===== src/rtl/sweep_pkg.sv =====
// Shared definitions for the sweep peak tracker: controller states and
// default sizing used by the interface, the top level and the bench.
package sweep_pkg;

    localparam int NCH_DEF   = 2;
    localparam int MAG_W_DEF = 16;
    localparam int IDX_W_DEF = 10;

    // Sweep controller states
    typedef enum logic [2:0] {
        ST_IDLE   = 3'd0,
        ST_REQ    = 3'd1,
        ST_WAIT   = 3'd2,
        ST_UPDATE = 3'd3,
        ST_DONE   = 3'd4
    } sweep_state_t;

endpackage


===== src/rtl/sweep_peak_tracker_if.sv =====
// Measurement-engine link: request handshake out, response strobe back.
interface sweep_peak_tracker_if import sweep_pkg::*; #(
    parameter int NCH   = NCH_DEF,
    parameter int MAG_W = MAG_W_DEF,
    parameter int IDX_W = IDX_W_DEF
) ();

    logic                   meas_req_valid;
    logic                   meas_req_ready;
    logic [IDX_W-1:0]       meas_req_idx;
    logic                   meas_rsp_valid;
    logic [NCH*MAG_W-1:0]   meas_rsp_mag;

    // Tracker side: issues requests, consumes responses
    modport master (
        output meas_req_valid,
        output meas_req_idx,
        input  meas_req_ready,
        input  meas_rsp_valid,
        input  meas_rsp_mag
    );

    // Measurement engine side
    modport slave (
        input  meas_req_valid,
        input  meas_req_idx,
        output meas_req_ready,
        output meas_rsp_valid,
        output meas_rsp_mag
    );

endinterface


===== src/rtl/peak_hold_ch.sv =====
// One channel of peak tracking: holds the largest magnitude seen in the
// current sweep and the sweep index at which it first occurred.
module peak_hold_ch #(
    parameter int MAG_W = 16,
    parameter int IDX_W = 10
) (
    input  logic             clk,
    input  logic             rst_n,
    input  logic             clr,
    input  logic             upd,
    input  logic             first,
    input  logic [MAG_W-1:0] mag_in,
    input  logic [IDX_W-1:0] idx_in,
    output logic [MAG_W-1:0] peak_mag,
    output logic [IDX_W-1:0] peak_idx
);

    // Clear on sweep launch; first point loads, later points need a strict win
    always_ff @(posedge clk or negedge rst_n) begin
        if (!rst_n) begin
            peak_mag <= '0;
            peak_idx <= '0;
        end else if (clr) begin
            peak_mag <= '0;
            peak_idx <= '0;
        end else if (upd && (first || (mag_in > peak_mag))) begin
            peak_mag <= mag_in;
            peak_idx <= idx_in;
        end
    end

endmodule


===== src/rtl/sweep_peak_tracker.sv =====
// Sweep controller: steps an index from start to stop, requests one
// measurement per point and tracks the per-channel peak response.
module sweep_peak_tracker import sweep_pkg::*; #(
    parameter int NCH   = NCH_DEF,
    parameter int MAG_W = MAG_W_DEF,
    parameter int IDX_W = IDX_W_DEF
) (
    input  logic                  clk,
    input  logic                  rst_n,
    input  logic                  start,
    input  logic                  abort,
    input  logic [IDX_W-1:0]      idx_start,
    input  logic [IDX_W-1:0]      idx_stop,
    input  logic [IDX_W-1:0]      idx_step,
    sweep_peak_tracker_if.master  meas,
    output logic [NCH*MAG_W-1:0]  peak_mag,
    output logic [NCH*IDX_W-1:0]  peak_idx,
    output logic                  busy,
    output logic                  done,
    output logic                  err_cfg
);

    sweep_state_t          state;
    logic [IDX_W-1:0]      cur_idx;
    logic [IDX_W-1:0]      cfg_stop;
    logic [IDX_W-1:0]      cfg_step;
    logic                  first_pt;
    logic [NCH*MAG_W-1:0]  mag_cap;

    logic                  cfg_bad;
    logic                  clr_peaks;
    logic                  upd_peaks;
    logic [IDX_W:0]        next_idx;

    // Configuration is judged on the raw inputs in the launch cycle only
    assign cfg_bad   = (idx_step == '0) || (idx_start > idx_stop);
    assign clr_peaks = (state == ST_IDLE) && start && !cfg_bad;
    // An abort during UPDATE wins, so that point is dropped from the peaks
    assign upd_peaks = (state == ST_UPDATE) && !abort;
    // One extra bit so a step past the top of the index range cannot wrap
    assign next_idx  = {1'b0, cur_idx} + {1'b0, cfg_step};

    assign meas.meas_req_valid = (state == ST_REQ);
    assign meas.meas_req_idx   = cur_idx;
    assign busy                = (state != ST_IDLE);
    assign done                = (state == ST_DONE);

    // Sweep sequencing, configuration capture and response capture
    always_ff @(posedge clk or negedge rst_n) begin
        if (!rst_n) begin
            state    <= ST_IDLE;
            cur_idx  <= '0;
            cfg_stop <= '0;
            cfg_step <= '0;
            first_pt <= 1'b0;
            err_cfg  <= 1'b0;
            mag_cap  <= '0;
        end else begin
            err_cfg <= 1'b0;
            case (state)
                ST_IDLE: begin
                    if (start) begin
                        cfg_stop <= idx_stop;
                        cfg_step <= idx_step;
                        if (cfg_bad) begin
                            err_cfg <= 1'b1;
                        end else begin
                            cur_idx  <= idx_start;
                            first_pt <= 1'b1;
                            state    <= ST_REQ;
                        end
                    end
                end
                ST_REQ: begin
                    if (abort) begin
                        state <= ST_IDLE;
                    end else if (meas.meas_req_ready) begin
                        state <= ST_WAIT;
                    end
                end
                ST_WAIT: begin
                    if (abort) begin
                        state <= ST_IDLE;
                    end else if (meas.meas_rsp_valid) begin
                        mag_cap <= meas.meas_rsp_mag;
                        state   <= ST_UPDATE;
                    end
                end
                ST_UPDATE: begin
                    if (abort) begin
                        state <= ST_IDLE;
                    end else begin
                        first_pt <= 1'b0;
                        if (next_idx > {1'b0, cfg_stop}) begin
                            state <= ST_DONE;
                        end else begin
                            cur_idx <= next_idx[IDX_W-1:0];
                            state   <= ST_REQ;
                        end
                    end
                end
                ST_DONE: begin
                    state <= ST_IDLE;
                end
                default: begin
                    state <= ST_IDLE;
                end
            endcase
        end
    end

    for (genvar c = 0; c < NCH; c++) begin : g_ch
        peak_hold_ch #(
            .MAG_W (MAG_W),
            .IDX_W (IDX_W)
        ) u_peak (
            .clk      (clk),
            .rst_n    (rst_n),
            .clr      (clr_peaks),
            .upd      (upd_peaks),
            .first    (first_pt),
            .mag_in   (mag_cap[c*MAG_W +: MAG_W]),
            .idx_in   (cur_idx),
            .peak_mag (peak_mag[c*MAG_W +: MAG_W]),
            .peak_idx (peak_idx[c*IDX_W +: IDX_W])
        );
    end

endmodule


===== src/flat_wrapper.sv =====
// flat-port wrapper written by rule: the top's interface ports become plain ports
module sweep_peak_tracker_flat import sweep_pkg::*;
#(
    parameter int NCH   = NCH_DEF,
    parameter int MAG_W = MAG_W_DEF,
    parameter int IDX_W = IDX_W_DEF
)
  (clk, rst_n, start, abort, idx_start, idx_stop, idx_step, peak_mag, peak_idx, busy, done, err_cfg, meas_meas_req_valid, meas_meas_req_idx, meas_meas_req_ready, meas_meas_rsp_valid, meas_meas_rsp_mag);
  sweep_peak_tracker_if #(.NCH(NCH), .MAG_W(MAG_W), .IDX_W(IDX_W)) meas_i ();
  input  logic clk;
  input  logic rst_n;
  input  logic start;
  input  logic abort;
  input  logic [IDX_W-1:0] idx_start;
  input  logic [IDX_W-1:0] idx_stop;
  input  logic [IDX_W-1:0] idx_step;
  output logic [NCH*MAG_W-1:0] peak_mag;
  output logic [NCH*IDX_W-1:0] peak_idx;
  output logic busy;
  output logic done;
  output logic err_cfg;
  output wire logic [$bits(meas_i.meas_req_valid)-1:0] meas_meas_req_valid;
  output wire logic [$bits(meas_i.meas_req_idx)-1:0] meas_meas_req_idx;
  input wire logic [$bits(meas_i.meas_req_ready)-1:0] meas_meas_req_ready;
  input wire logic [$bits(meas_i.meas_rsp_valid)-1:0] meas_meas_rsp_valid;
  input wire logic [$bits(meas_i.meas_rsp_mag)-1:0] meas_meas_rsp_mag;
  assign meas_meas_req_valid = meas_i.meas_req_valid;
  assign meas_meas_req_idx = meas_i.meas_req_idx;
  assign meas_i.meas_req_ready = meas_meas_req_ready;
  assign meas_i.meas_rsp_valid = meas_meas_rsp_valid;
  assign meas_i.meas_rsp_mag = meas_meas_rsp_mag;
  sweep_peak_tracker #(.NCH(NCH), .MAG_W(MAG_W), .IDX_W(IDX_W)) u_core (.clk(clk), .rst_n(rst_n), .start(start), .abort(abort), .idx_start(idx_start), .idx_stop(idx_stop), .idx_step(idx_step), .meas(meas_i), .peak_mag(peak_mag), .peak_idx(peak_idx), .busy(busy), .done(done), .err_cfg(err_cfg));
endmodule

===== config.mk =====
export PLATFORM = sky130hd
export DESIGN_NAME = sweep_peak_tracker_flat
export DESIGN_NICKNAME = d
export VERILOG_FILES = /design/src/rtl/sweep_pkg.sv /design/src/rtl/sweep_peak_tracker_if.sv /design/src/rtl/peak_hold_ch.sv /design/src/rtl/sweep_peak_tracker.sv /design/src/flat_wrapper.sv
export SDC_FILE = /design/constraint.sdc
export NUM_CORES = 1
export LEC_CHECK = 0
export CORE_MARGIN = 2
export CORE_UTILIZATION = 53
export CTS_CLUSTER_DIAMETER = 40
export DETAILED_ROUTE_END_ITERATION = 6
export PLACE_DENSITY = 0.82
export SLEW_MARGIN = 20
export SYNTH_ARGS = -nofsm -noshare
export SYNTH_HDL_FRONTEND = slang
export SYNTH_SLANG_ARGS = --single-unit

===== constraint.sdc =====
create_clock -name clk -period 4.6 [get_ports clk]
set_input_delay 0.69 -clock clk [delete_from_list [all_inputs] [get_ports clk]]
set_output_delay 0.69 -clock clk [all_outputs]
set_load 0.05 [all_outputs]

### Word-level counts from Yosys, hierarchy flattened

Index checks and enable logic that the tools add are counted.
W data, S select, Z words.

* word-level logic and storage cells: 77
* bits in registers: 119

* bitwise gates (word level): 1
* reduce and logical (&&, ||, !) cells: 21
* $lt $le $gt $ge: 4
* muxes and demuxes: 29
* eq/ne operators: 10
* $add $sub $neg: 1

Operators by type and width (number)
* $mux W10: 8
* $mux W16: 4
* $gt A16 B16 Y1: 2
* $mux W3: 8
* $pmux W10 S2: 1
* $pmux W3 S4: 1
* $add A10 B10 Y11: 1
* $gt A11 B10 Y1: 1
* $gt A10 B10 Y1: 1
* $logic_not A10 Y1: 1
* $ne A2 B2 Y1 const B: 4
* $reduce_and A4 Y1: 2
* $eq A3 B2 Y1 const B: 2
* $mux W1: 6
* $reduce_bool A2 Y1: 3
* $logic_and A1 B1 Y1: 5
* $reduce_and A5 Y1: 1
* $eq A3 B1 Y1 const B: 1
* $eq A3 B3 Y1 const B: 1
* $logic_not A3 Y1: 1
* $logic_or A1 B1 Y1: 3
* $ne A3 B2 Y1 const B: 1
* $ne A3 B3 Y1 const B: 1
* $reduce_and A3 Y1: 1
* 5 further kinds: 6

### Longest topological paths before layout

Gate-level depths: netlist (run 1).

* word-level depth: 5
* gate-level depth with buffers: 15
* gate-level depth less buffers: 14

### Hierarchy

Synthesis (run 1) repeated with hierarchy kept, for this count alone.

* cell total of the unflattened synthesis: 681
* area total of the unflattened synthesis: 7136.8 um^2

By module, submodules not included
* sweep_peak_tracker: area an instance 3683.5 um^2, instances 1, seq. area each 1676.6 um^2, cells an instance 341
* peak_hold_ch: area an instance 1726.7 um^2, instances 2, seq. area each 650.6 um^2, cells an instance 170

### Least setup slack after synthesis (run 1)

No wires, ideal clock.

* path kind: register -> register
* start: register u_core.cur_idx[0] (netlist: u_core.meas.meas_req_idx[0])
* end: register u_core.cur_idx[7] (netlist: u_core.meas.meas_req_idx[7])
* path slack: 0.829 ns
* period minus slack after synthesis: 3.771 ns
* cell stages (with the launch flop): 15
* arrival: 3.646 ns
* path through: dfrtp_1 > ha_1 > fa_1 > a211oi_2 > o21bai_1 > a21oi_1 > xor2_1 > inv_1 > ha_1 > a21o_1 > a21o_1 > a211o_1 > a22oi_4 > a2bb2oi_4 > mux2_4

* longest elaborated chain between the ends: 4
* elaborated cells between the ends (all ways): 7
* classes of those cells: 1 x add/sub; 1 x order compare; 1 x eq/ne; 3 x mux; 1 x reduce/logical

Ends and longest elaborated chain
* start, declared: line sweep_peak_tracker.sv:24 `logic [IDX_W-1:0] cur_idx;`
* start signal, assigned: line sweep_peak_tracker.sv:68 `cur_idx <= idx_start;`
* start signal, assigned: line sweep_peak_tracker.sv:97 `cur_idx <= next_idx[IDX_W-1:0];`
* $add A10 B10 Y11 (*): line sweep_peak_tracker.sv:41 `assign next_idx = {1'b0, cur_idx} + {1'b0, cfg_step};`
* $gt A11 B10 Y1 or $mux W10 (tied branches): line sweep_peak_tracker.sv:94 `if (next_idx > {1'b0, cfg_stop}) begin`
* $ne A2 B2 Y1 (no line) or $mux W10 (tied branches)
* $reduce_and A5 Y1 (no line) or $pmux W10 S2 (tied branches)

Mark *: on every way between the ends. The rest lies on a longest branch, timed or not. The select of a mux whose other input is x is not followed.
A chain may end at the register's enable or synchronous reset.

### Worst setup path after layout (run 1)

* start: register u_core.cur_idx[0] (netlist: u_core.meas.meas_req_idx[0])
* end: register u_core.cur_idx[2] (netlist: u_core.meas.meas_req_idx[2])

The elaborated chain is that of the path after synthesis.

==> results of run 1 <==
==> sequential cells by signal, indices dropped and copies added, names as in the netlist <==
signal and cells:
u_core.cfg_stop 10, u_core.cfg_step 10, u_core.g_ch.u_peak.peak_idx 20, u_core.err_cfg 1
u_core.state 3, u_core.first_pt 1, u_core.meas.meas_req_idx 10, u_core.mag_cap 32
u_core.g_ch.u_peak.peak_mag 32
==> cell usage in the layout (no fill, tap or decap), types with 4 or more instances in the layout <==
master and count:
clkdlybuf4s50_1 132, dfrtp_1 119, a21oi_1 69, inv_1 66
ha_1 62, nand3_1 55, o21ai_0 45, mux2_2 40
o21ai_1 25, nand2_1 22, clkbuf_16 17, a21o_1 16
nor3_1 12, clkbuf_8 9, nor2_1 7, a221oi_2 7
buf_4 7, nand4_1 6, mux2_1 6, nand2b_1 5
xor2_1 4, a211oi_2 4, xnor2_1 4, nor2b_1 4
==> synthesized netlist by cell type, types with 3 or more instances <==
master	count	share of area [%]
nand2_1	22	1.2
dfrtp_1	119	43
nor2_1	7	0.38
o21ai_1	25	1.8
mux2_4	3	0.65
xor2_1	4	0.51
nor3_1	12	0.87
mux2_2	40	6.5
buf_2	21	1.5
xnor2_1	4	0.51
o21bai_1	3	0.33
mux2_1	6	0.98
nand2b_1	5	0.45
nand3_1	55	4.0
o21ai_0	45	3.3
ha_1	62	11
a211o_1	3	0.38
nor4_1	3	0.27
a221oi_2	7	1.5
a211oi_2	4	0.73
a21o_1	16	1.7
nor2b_1	4	0.36
nand4_1	6	0.54
buf_4	6	0.65
a21oi_1	69	5.0
inv_1	66	3.6
o21ai_2	3	0.38
==> path summary, 6_finish.rpt <==
| check | startpoint | endpoint | slack [ns] | cells after the start |
|---|---|---|---|---|
| worst min-delay path | rst_n | u_core.g_ch[0].u_peak.peak_mag[10] | 0.30 | 1 |
| worst max register to register | u_core.meas.meas_req_idx[0] | u_core.meas.meas_req_idx[2] | 0.64 | 14 |
| max in group asynchronous | rst_n | u_core.mag_cap[1] | 3.25 | 2 |
| worst max-delay path | u_core.meas.meas_req_idx[0] | u_core.meas.meas_req_idx[2] | 0.64 | 14 |
| min in group clk | u_core.cfg_stop[1] | u_core.cfg_stop[1] | 0.48 | 2 |
| worst min register to register | u_core.cfg_stop[1] | u_core.cfg_stop[1] | 0.48 | 2 |
==> routing by layer <==
layer	track usage, %	vias to the layer above	wire length, µm
li1	-	2652	-
met3	7.17	36	1350
met1	33.9	2828	7350
met5	0	-	0
met2	45.5	227	9150
met4	9.41	0	394
==> kinds of logic (layout without fill, tap and decap cells) <==
kind of cell | count (synthesis) | in the layout
AO/OA/AOI/OAI | 197 | 197
AND/OR/NAND/NOR | 129 | 129
flip-flops | 119 | 119
buffers and inverters | 97 | 234
adder cells (fa/ha/maj) | 63 | 63
multiplexers | 49 | 49
XOR/XNOR | 8 | 8
==> cell type report <==
type / count / area (µm²)
clock buffer: 27 / 553
inverter: 66 / 248
fill: 966 / 3790
clock inverter: 2 / 10.0
timing repair buffer: 139 / 1370
multi-input combinational: 446 / 3500
sequential: 119 / 2980
tap: 172 / 215
==> power by group through the flow <==
stage / Combinational, mW / Clock, mW / Sequential (mW)
detailed placement: 3.68 / 0 / 1.80
floorplan: 2.28 / 0 / 2.18
finish: 3.77 / 1.25 / 1.80
global placement: 3.55 / 0 / 1.77
global route: 4.08 / 1.30 / 1.84
CTS: 3.73 / 1.25 / 1.79
==> impl_metrics.ini, run 1 <==
[critical_path]
worst-path-max-fanout = 7
critPathBufInv = 1
critPathSlowestCell = and2_1
path_cells = ha_1 -> fa_1 -> a211oi_2 -> o21bai_1 -> a21oi_1 -> xor2_1 -> inv_1 -> ha_1 -> a21o_1 -> a21o_1 -> a211o_1 -> a22oi_4 -> and2_1 -> a221oi_2
cp.arrival_ns = 4.23
cp-start-kind = register
path_class = register to register
crit_path_max_incr_delay_ns = 0.46
cp-end-kind = register
cp_top_family = compound AO/OA/AOI/OAI gates
required_ns = 4.87

[pwr]
power_frac_clock_pct = 18.3
comb_power_share_pct = 55.3
total_power_mw = 6.81
p_sw_mw = 3.08
powerDensity_nw_per_um2 = 768
power.leakage_nw = 3.87
seq_power_share_pct = 26.4
intPower_mw = 3.73
ir_drop_mv = 0.647
sw_frac_of_total_pct = 45.2

[cts]
cts_root_buf = clkbuf_16
path_clk_slew_ns = 0.05
htreeDepth = 4
cts_setup_buffers = 0
cts_buffer_depth = 2
cts.sinks = 119
clk_latency_ns = 0.41
holdBufCountCts = 0
cts_tree = done
cts_made_buffers = 17
post_cts_resized = 0

[yosys]
synthesis.nets = 793
ys_types = 57
synth_top_family_by_area = compound AO/OA/AOI/OAI gates
synth_area_um2 = 6890
synth_edf_count = 0
synth_fa_ha_area_share_pct = 11.5
ys_seq_area_share_pct = 43.2
synth-seq-cells = 119
yosys_most_used_dff = dfrtp_1
synth_simple_gate_area_share_pct = 10.5
syn_area_per_cell_um2 = 10.4
yosys.area_share.xor_xnor_pct = 1.02
synth_cells = 662
async_flop_share_pct = 100
synth.mux.area_fraction_pct = 8.17
synth-compound-area-share_pct = 19.4
yosys_warnings = 0

[placement]
pre_cts_slack_ns = 0.730
place_inst = 942
post_dp_cell_area_um2 = 8300
port_buffers = 133
gp_congestion = 0.887
hpwl_mm = 12.7

[routing]
dr.first_iter.drc_count = 599
vias_per_cell = 5.91
drcViolationCount = 0
dr.pass1.iters = 5
num_vias = 5743
routed_wl_mm = 18.2
drt.antenna.violating_nets = 0
wl_per_cell_um = 18.8

[layout]
drive_above_1_share_pct = 13.9
design_area_um2 = 8880
finalNonFillerCells = 971
nets = 920
diodes = 0
area_delta_synth_final_pct = 28.8
utilization_pct = 70.1

[floorplanning]
fp.dieH_um = 118
die_area_um2 = 13900
start_util_pct = 54.4
num_rows = 41
core_area_um2 = 12700
ios = 134
die_w_um = 118

[timing]
fin_crit_sh_pct = 86.2
finalSetupViolCount = 0
worst_pin_slew_ns = 0.798
rsz0062_at_grt = no
max_freq_ghz = 0.252
post-route-min-period_ns = 3.96
slew_headroom_pct = 46.6
postLayoutSetupSlackWorst_ns = 0.636
finalSetupTns_ns = 0
holdWs_ns = 0.301
skew_ns = 0.00640
hold_viol = 0
timing.final.max_slew_violations = 0

[grt]
grt_max_degree = 49
grtUsageTotal_pct = 27.1
antenna_found_initial = 0
grt-ovfl-total = 0
grt_pass1_vias = 5993
grt_first_pass_wirelength_mm = 29.8

[min_path]
worstHoldPathType = input pin to async pin

[outcome]
outcome = finished clean

[run]
maxCapViolations = 0
(Power assumes the default switching activity.)
==> run 2: changes to the inputs <==
--- a/config.mk
+++ b/config.mk
@@ -5,6 +5,7 @@
 export SDC_FILE = /design/constraint.sdc
 export NUM_CORES = 1
 export LEC_CHECK = 0
+export CORE_ASPECT_RATIO = 1.4
 export CORE_MARGIN = 2
 export CORE_UTILIZATION = 53
 export CTS_CLUSTER_DIAMETER = 40
==> run 2 against run 1 <==
Non-clock buffer count shrank 1. Global-route usage increased by 0.69 points. Total power up 3.9%. Clock power up 17%. First-iteration DRC count shrank 39%. Utilization rose by 0.13 points. Combinational power barely moved. Sequential cell count stayed put. Final cell count decreased by 1.8%. Critical path type unchanged. Largest power group unchanged. Highest routed layer unchanged.
==> impl_metrics.ini, run 2 (same netlist as run 1, synthesis figures left out) <==
[layout]
final_common_cell = clkdlybuf4s50_1
drive_above_1_share_pct = 14.1
final_cell_mix = clkdlybuf4s50_1, dfrtp_1, a21oi_1, inv_1, ha_1
nets = 919
fillers = 948
seqCellArea_um2 = 2980
utilization_pct = 70.2
top_regs = u_core.g_ch.u_peak.peak_mag: 32 flops, u_core.mag_cap: 32 flops, u_core.g_ch.u_peak.peak_idx: 20 flops
multi_input_area_um2 = 3500
diodes = 0
area_delta_synth_final_pct = 29.8

[cts]
cts_setup_buffers = 0
holdBufCountCts = 0
cts_root_buf = clkbuf_16
path_clk_slew_ns = 0.06
post_cts_resized = 0
htreeDepth = 4
cts_made_buffers = 17
cts_buffer_depth = 2
cts.sinks = 119
clk_latency_ns = 0.42
cts_tree = done

[grt]
grt_first_pass_wirelength_mm = 30.3
grt_max_degree = 60
grt-ovfl-total = 0
grtUsageTotal_pct = 27.8
grt_pass1_vias = 6021
antenna_found_initial = 0

[pwr]
comb_power_share_pct = 53.7
powerDensity_nw_per_um2 = 791
power.leakage_nw = 3.89
p_sw_mw = 3.16
intPower_mw = 3.92
ir_drop_mv = 0.504
total_power_mw = 7.08
seq_power_share_pct = 25.6
sw_frac_of_total_pct = 44.6
power_frac_clock_pct = 20.7

[routing]
dr.first_iter.drc_count = 363
wl_per_cell_um = 19.7
vias_per_cell = 6.01
dr.pass1.iters = 5
routed_wl_mm = 18.8
num_vias = 5732
drt.antenna.violating_nets = 0
drcViolationCount = 0

[critical_path]
cp-end-kind = register
cp-start-kind = register
cp.arrival_ns = 4.17
worst-path-max-fanout = 7
path_class = register to register
required_ns = 4.86

[floorplanning]
ios = 134
start_util_pct = 54.1
die_area_um2 = 13900
die_w_um = 100
num_rows = 49
fp.dieH_um = 139
core_area_um2 = 12800

[timing]
timing.final.max_slew_violations = 0
skew_ns = 0.0117
slew_headroom_pct = 47.4
fin_crit_sh_pct = 85.0
max_freq_ghz = 0.256
worst_pin_slew_ns = 0.790
holdWs_ns = 0.355
post-route-min-period_ns = 3.91
hold_viol = 0
finalSetupViolCount = 0
finalSetupTns_ns = 0
rsz0062_at_grt = no

[min_path]
worstHoldPathType = input pin to async pin

[placement]
port_buffers = 133
gp_congestion = 0.877
hpwl_mm = 13.2

[outcome]
outcome = finished clean

[run]
maxCapViolations = 0
-- run 2: cell types whose count changed in the layout (fill, tap and decap cells not counted) --
| cell | change |
|---|---|
| buf_12 | +1 |
| buf_4 | -2 |
| bufinv_16 | +5 |
| clkbuf_8 | -7 |
| clkinv_4 | +1 |
| clkinvlp_4 | +4 |
-- run 2: stage by stage --
stage | cell area [µm²] | instances | setup WS (ns)
after CTS | 8940 | 954 | 0.679
final | 8950 | 954 | 0.691
after floorplan | 6890 | 662 | 0.829
after global placement | 8260 | 921 | 0.790
after global routing | 8950 | 954 | 0.389
after detailed placement | 8280 | 922 | 0.694
-- run 2: critical path: stages (launching register included) --
cell and delay, ns:
dfrtp_1 0.42, ha_1 0.27, fa_1 0.44, a211oi_2 0.27, o21bai_1 0.10, a21oi_1 0.18
xor2_1 0.28, inv_1 0.08, ha_1 0.29, a21o_1 0.16, a21o_1 0.17, a211o_1 0.32
a22oi_4 0.21, and2_1 0.43, a221oi_2 0.13
-- run 2: area by class of cell --
class                   count  share of cell area (%)
flip-flops and latches    119                    33.3
multi-input cells         446                    39.1
clock inverters            12                    2.22
inverters                  66                    2.77
well taps                 153                    2.14
repair buffers            138                    15.4
clock buffers              20                    5.10
-- run 2: per-layer routing --
metal | up-vias | global-route usage [%] | part of all wire [%]
met3 | 54 | 5.54 | 5.5
met4 | 0 | 12.8 | 4.0
met2 | 229 | 49.1 | 54
li1 | 2632 | - | -
met5 | - | 0 | 0
met1 | 2817 | 31.8 | 37
-- run 2: final timing paths --
check	startpoint	end	slack, ns	cells after the start
max	u_core.meas.meas_req_idx[0]	u_core.meas.meas_req_idx[6]	0.69	14
min	rst_n	u_core.mag_cap[25]	0.36	1
min reg2reg	u_core.cfg_stop[8]	u_core.cfg_stop[8]	0.48	2
max reg2reg	u_core.meas.meas_req_idx[0]	u_core.meas.meas_req_idx[6]	0.69	14
min in group clk	u_core.cfg_stop[8]	u_core.cfg_stop[8]	0.48	2
max in group asynchronous	rst_n	u_core.g_ch[0].u_peak.peak_mag[2]	3.29	2
-- run 2: power groups by stage --
stage	registers (mW)	clock network, mW	logic, mW
floorplan	2.18	0	2.28
global placement	1.79	0	3.61
detailed placement	1.81	0	3.73
CTS	1.80	1.47	3.78
global route	1.85	1.53	4.14
finish	1.81	1.46	3.80
==> run 3: changes to the inputs <==
--- a/config.mk
+++ b/config.mk
@@ -7,10 +7,10 @@
 export LEC_CHECK = 0
 export CORE_ASPECT_RATIO = 1.4
 export CORE_MARGIN = 2
-export CORE_UTILIZATION = 53
+export CORE_UTILIZATION = 48
 export CTS_CLUSTER_DIAMETER = 40
 export DETAILED_ROUTE_END_ITERATION = 6
-export PLACE_DENSITY = 0.82
+export PLACE_DENSITY = 0.79
 export SLEW_MARGIN = 20
 export SYNTH_ARGS = -nofsm -noshare
 export SYNTH_HDL_FRONTEND = slang
==> constraint.sdc (replaced) <==
create_clock -name clk -period 3.5 [get_ports clk]
set_input_delay 0.525 -clock clk [delete_from_list [all_inputs] [get_ports clk]]
set_output_delay 0.525 -clock clk [all_outputs]
set_load 0.05 [all_outputs]
==> run 3 against run 2 <==
The flow now finishes with violations (negative setup slack). Maximum frequency grew 9.9%. Non-clock buffer count grew 16. Utilization shrank 5.0 points. Final cell count grew 5.0%. Largest power group unchanged. Sequential share of layout area shrank 0.56 points.
==> impl_metrics.ini, run 3 (same netlist as run 1, synthesis figures left out) <==
[outcome]
outcome = finished with violations
violations = negative setup slack

[run]
maxCapViolations = 0

[timing]
postLayoutSetupSlackWorst_ns = -0.0566
hold_viol = 0
finalSetupViolCount = 5
rsz0062_at_grt = yes
skew_ns = 0.00830
slew_headroom_pct = 45.9
fin_crit_sh_pct = 102
finalSetupTns_ns = -0.215
worst_pin_slew_ns = 0.811
max_freq_ghz = 0.281
post-route-min-period_ns = 3.56
timing.final.max_slew_violations = 0
holdWs_ns = 0.143

[cts]
cts_made_buffers = 17
htreeDepth = 4
cts_buffer_depth = 2
cts_root_buf = clkbuf_16
clk_latency_ns = 0.42
cts_tree = done
path_clk_slew_ns = 0.06
cts.sinks = 119

[layout]
seqCellArea_um2 = 2980
drive_above_1_share_pct = 16.8
multi_input_area_um2 = 3540
top_regs = u_core.g_ch.u_peak.peak_mag: 32 flops, u_core.mag_cap: 32 flops, u_core.g_ch.u_peak.peak_idx: 20 flops
nets = 936
final_common_cell = clkdlybuf4s50_1
design_area_um2 = 9110
fillers = 1096
final_cell_mix = clkdlybuf4s50_1, dfrtp_1, a21oi_1, inv_1, ha_1
area_delta_synth_final_pct = 32.2
diodes = 0

[grt]
grt-ovfl-total = 0
grt_max_degree = 69
grt_first_pass_wirelength_mm = 31.5
grtUsageTotal_pct = 25.9
antenna_found_initial = 0
grt_pass1_vias = 6237

[floorplanning]
start_util_pct = 49.3
num_rows = 51
die_w_um = 105
die_area_um2 = 15300
core_area_um2 = 14000
ios = 134
fp.dieH_um = 146

[critical_path]
cp-end-kind = register
cp.arrival_ns = 3.85
required_ns = 3.80
cp-start-kind = register
path_class = register to register
worst-path-max-fanout = 5

[routing]
dr.first_iter.drc_count = 366
num_vias = 5807
drt.antenna.violating_nets = 0
dr.pass1.iters = 5
wl_per_cell_um = 19.2
routed_wl_mm = 19.2
wl_met3_mm = 1.08
wl_met2_mm = 10.2
met1_length_mm = 7.12
drcViolationCount = 0
vias_per_cell = 5.80
top_layer_used = met4

[pwr]
powerDensity_nw_per_um2 = 1060
ir_drop_mv = 0.834
power.leakage_nw = 3.97

[placement]
hpwl_mm = 13.9
post_dp_cell_area_um2 = 8460
gp_congestion = 0.916
port_buffers = 133

[min_path]
worstHoldPathType = input pin to async pin
-- run 3: cell types whose count changed in the layout (fill, tap and decap cells not counted), sizes merged --
cell | before | now
a2bb2oi | 2 | 3
buf | 6 | 22
bufinv | 5 | 3
clkbuf | 20 | 22
clkinv | 3 | 5
clkinvlp | 4 | 1
-- run 3: worst max-delay path, stage by stage (launching register included) --
cell and delay [ns]:
dfrtp_2 0.42, ha_4 0.17, fa_2 0.35, a211oi_2 0.25, buf_4 0.14, o21ai_1 0.08, a31oi_1 0.21, xnor2_1 0.22
ha_1 0.32, nand4_1 0.17, o21ai_1 0.10, a211o_1 0.26, a22oi_4 0.24, a2bb2oi_4 0.15, mux2_4 0.34
-- run 3: path summary, 6_finish.rpt --
path,start,endpoint,slack [ns],cells past startpoint
worst max-delay path,u_core.meas.meas_req_idx[0],u_core.meas.meas_req_idx[7],-0.06,14
worst min-delay path,rst_n,u_core.mag_cap[25],0.14,1
worst max register to register,u_core.meas.meas_req_idx[0],u_core.meas.meas_req_idx[7],-0.06,14
worst min register to register,u_core.cfg_stop[1],u_core.cfg_stop[1],0.48,2
max in group asynchronous,rst_n,u_core.g_ch[0].u_peak.peak_idx[8],2.55,2
min in group clk,u_core.cfg_stop[1],u_core.cfg_stop[1],0.48,2
-- run 3: final cells by class --
type	instances	share of cell area, %
clock buffer	22	5.31
clock inverter	9	1.35
sequential	119	32.7
timing repair buffer	154	16.5
tap	185	2.54
inverter	66	2.72
multi-input combinational	447	38.9
-- run 3: where the power goes --
group | switching [mW] | internal, mW
combinational | 3.25 | 2.26
sequential | 0.459 | 1.88
clock | 0.604 | 1.18
total | 4.31 | 5.33
-- run 3: layer usage --
| layer | up-vias | global-route usage (%) |
|---|---|---|
| li1 | 2677 | - |
| met1 | 2872 | 29.9 |
| met2 | 206 | 45.5 |
| met3 | 52 | 5.46 |
| met4 | 0 | 12.3 |
| met5 | - | 0 |
-- run 3: repair_timing --
action,in CTS,in global routing
hold buffers,0,0
setup buffers,2,1
pin swaps,8,6
gates resized for setup,1,6
cloned,1,0
endpoints found under the setup margin,3,11
-- run 3: stage by stage --
stage	std cells	utilization (%)	total power, mW	setup WS [ns]
detailed placement	968	60.5	7.55	-0.0610
global placement	968	60.5	7.34	0.0340
finish	1002	65.2	9.64	-0.0566
floorplan	662	-	5.89	0.0105
global route	1002	65.2	10.2	-0.143
CTS	1002	65.2	9.47	-0.0170
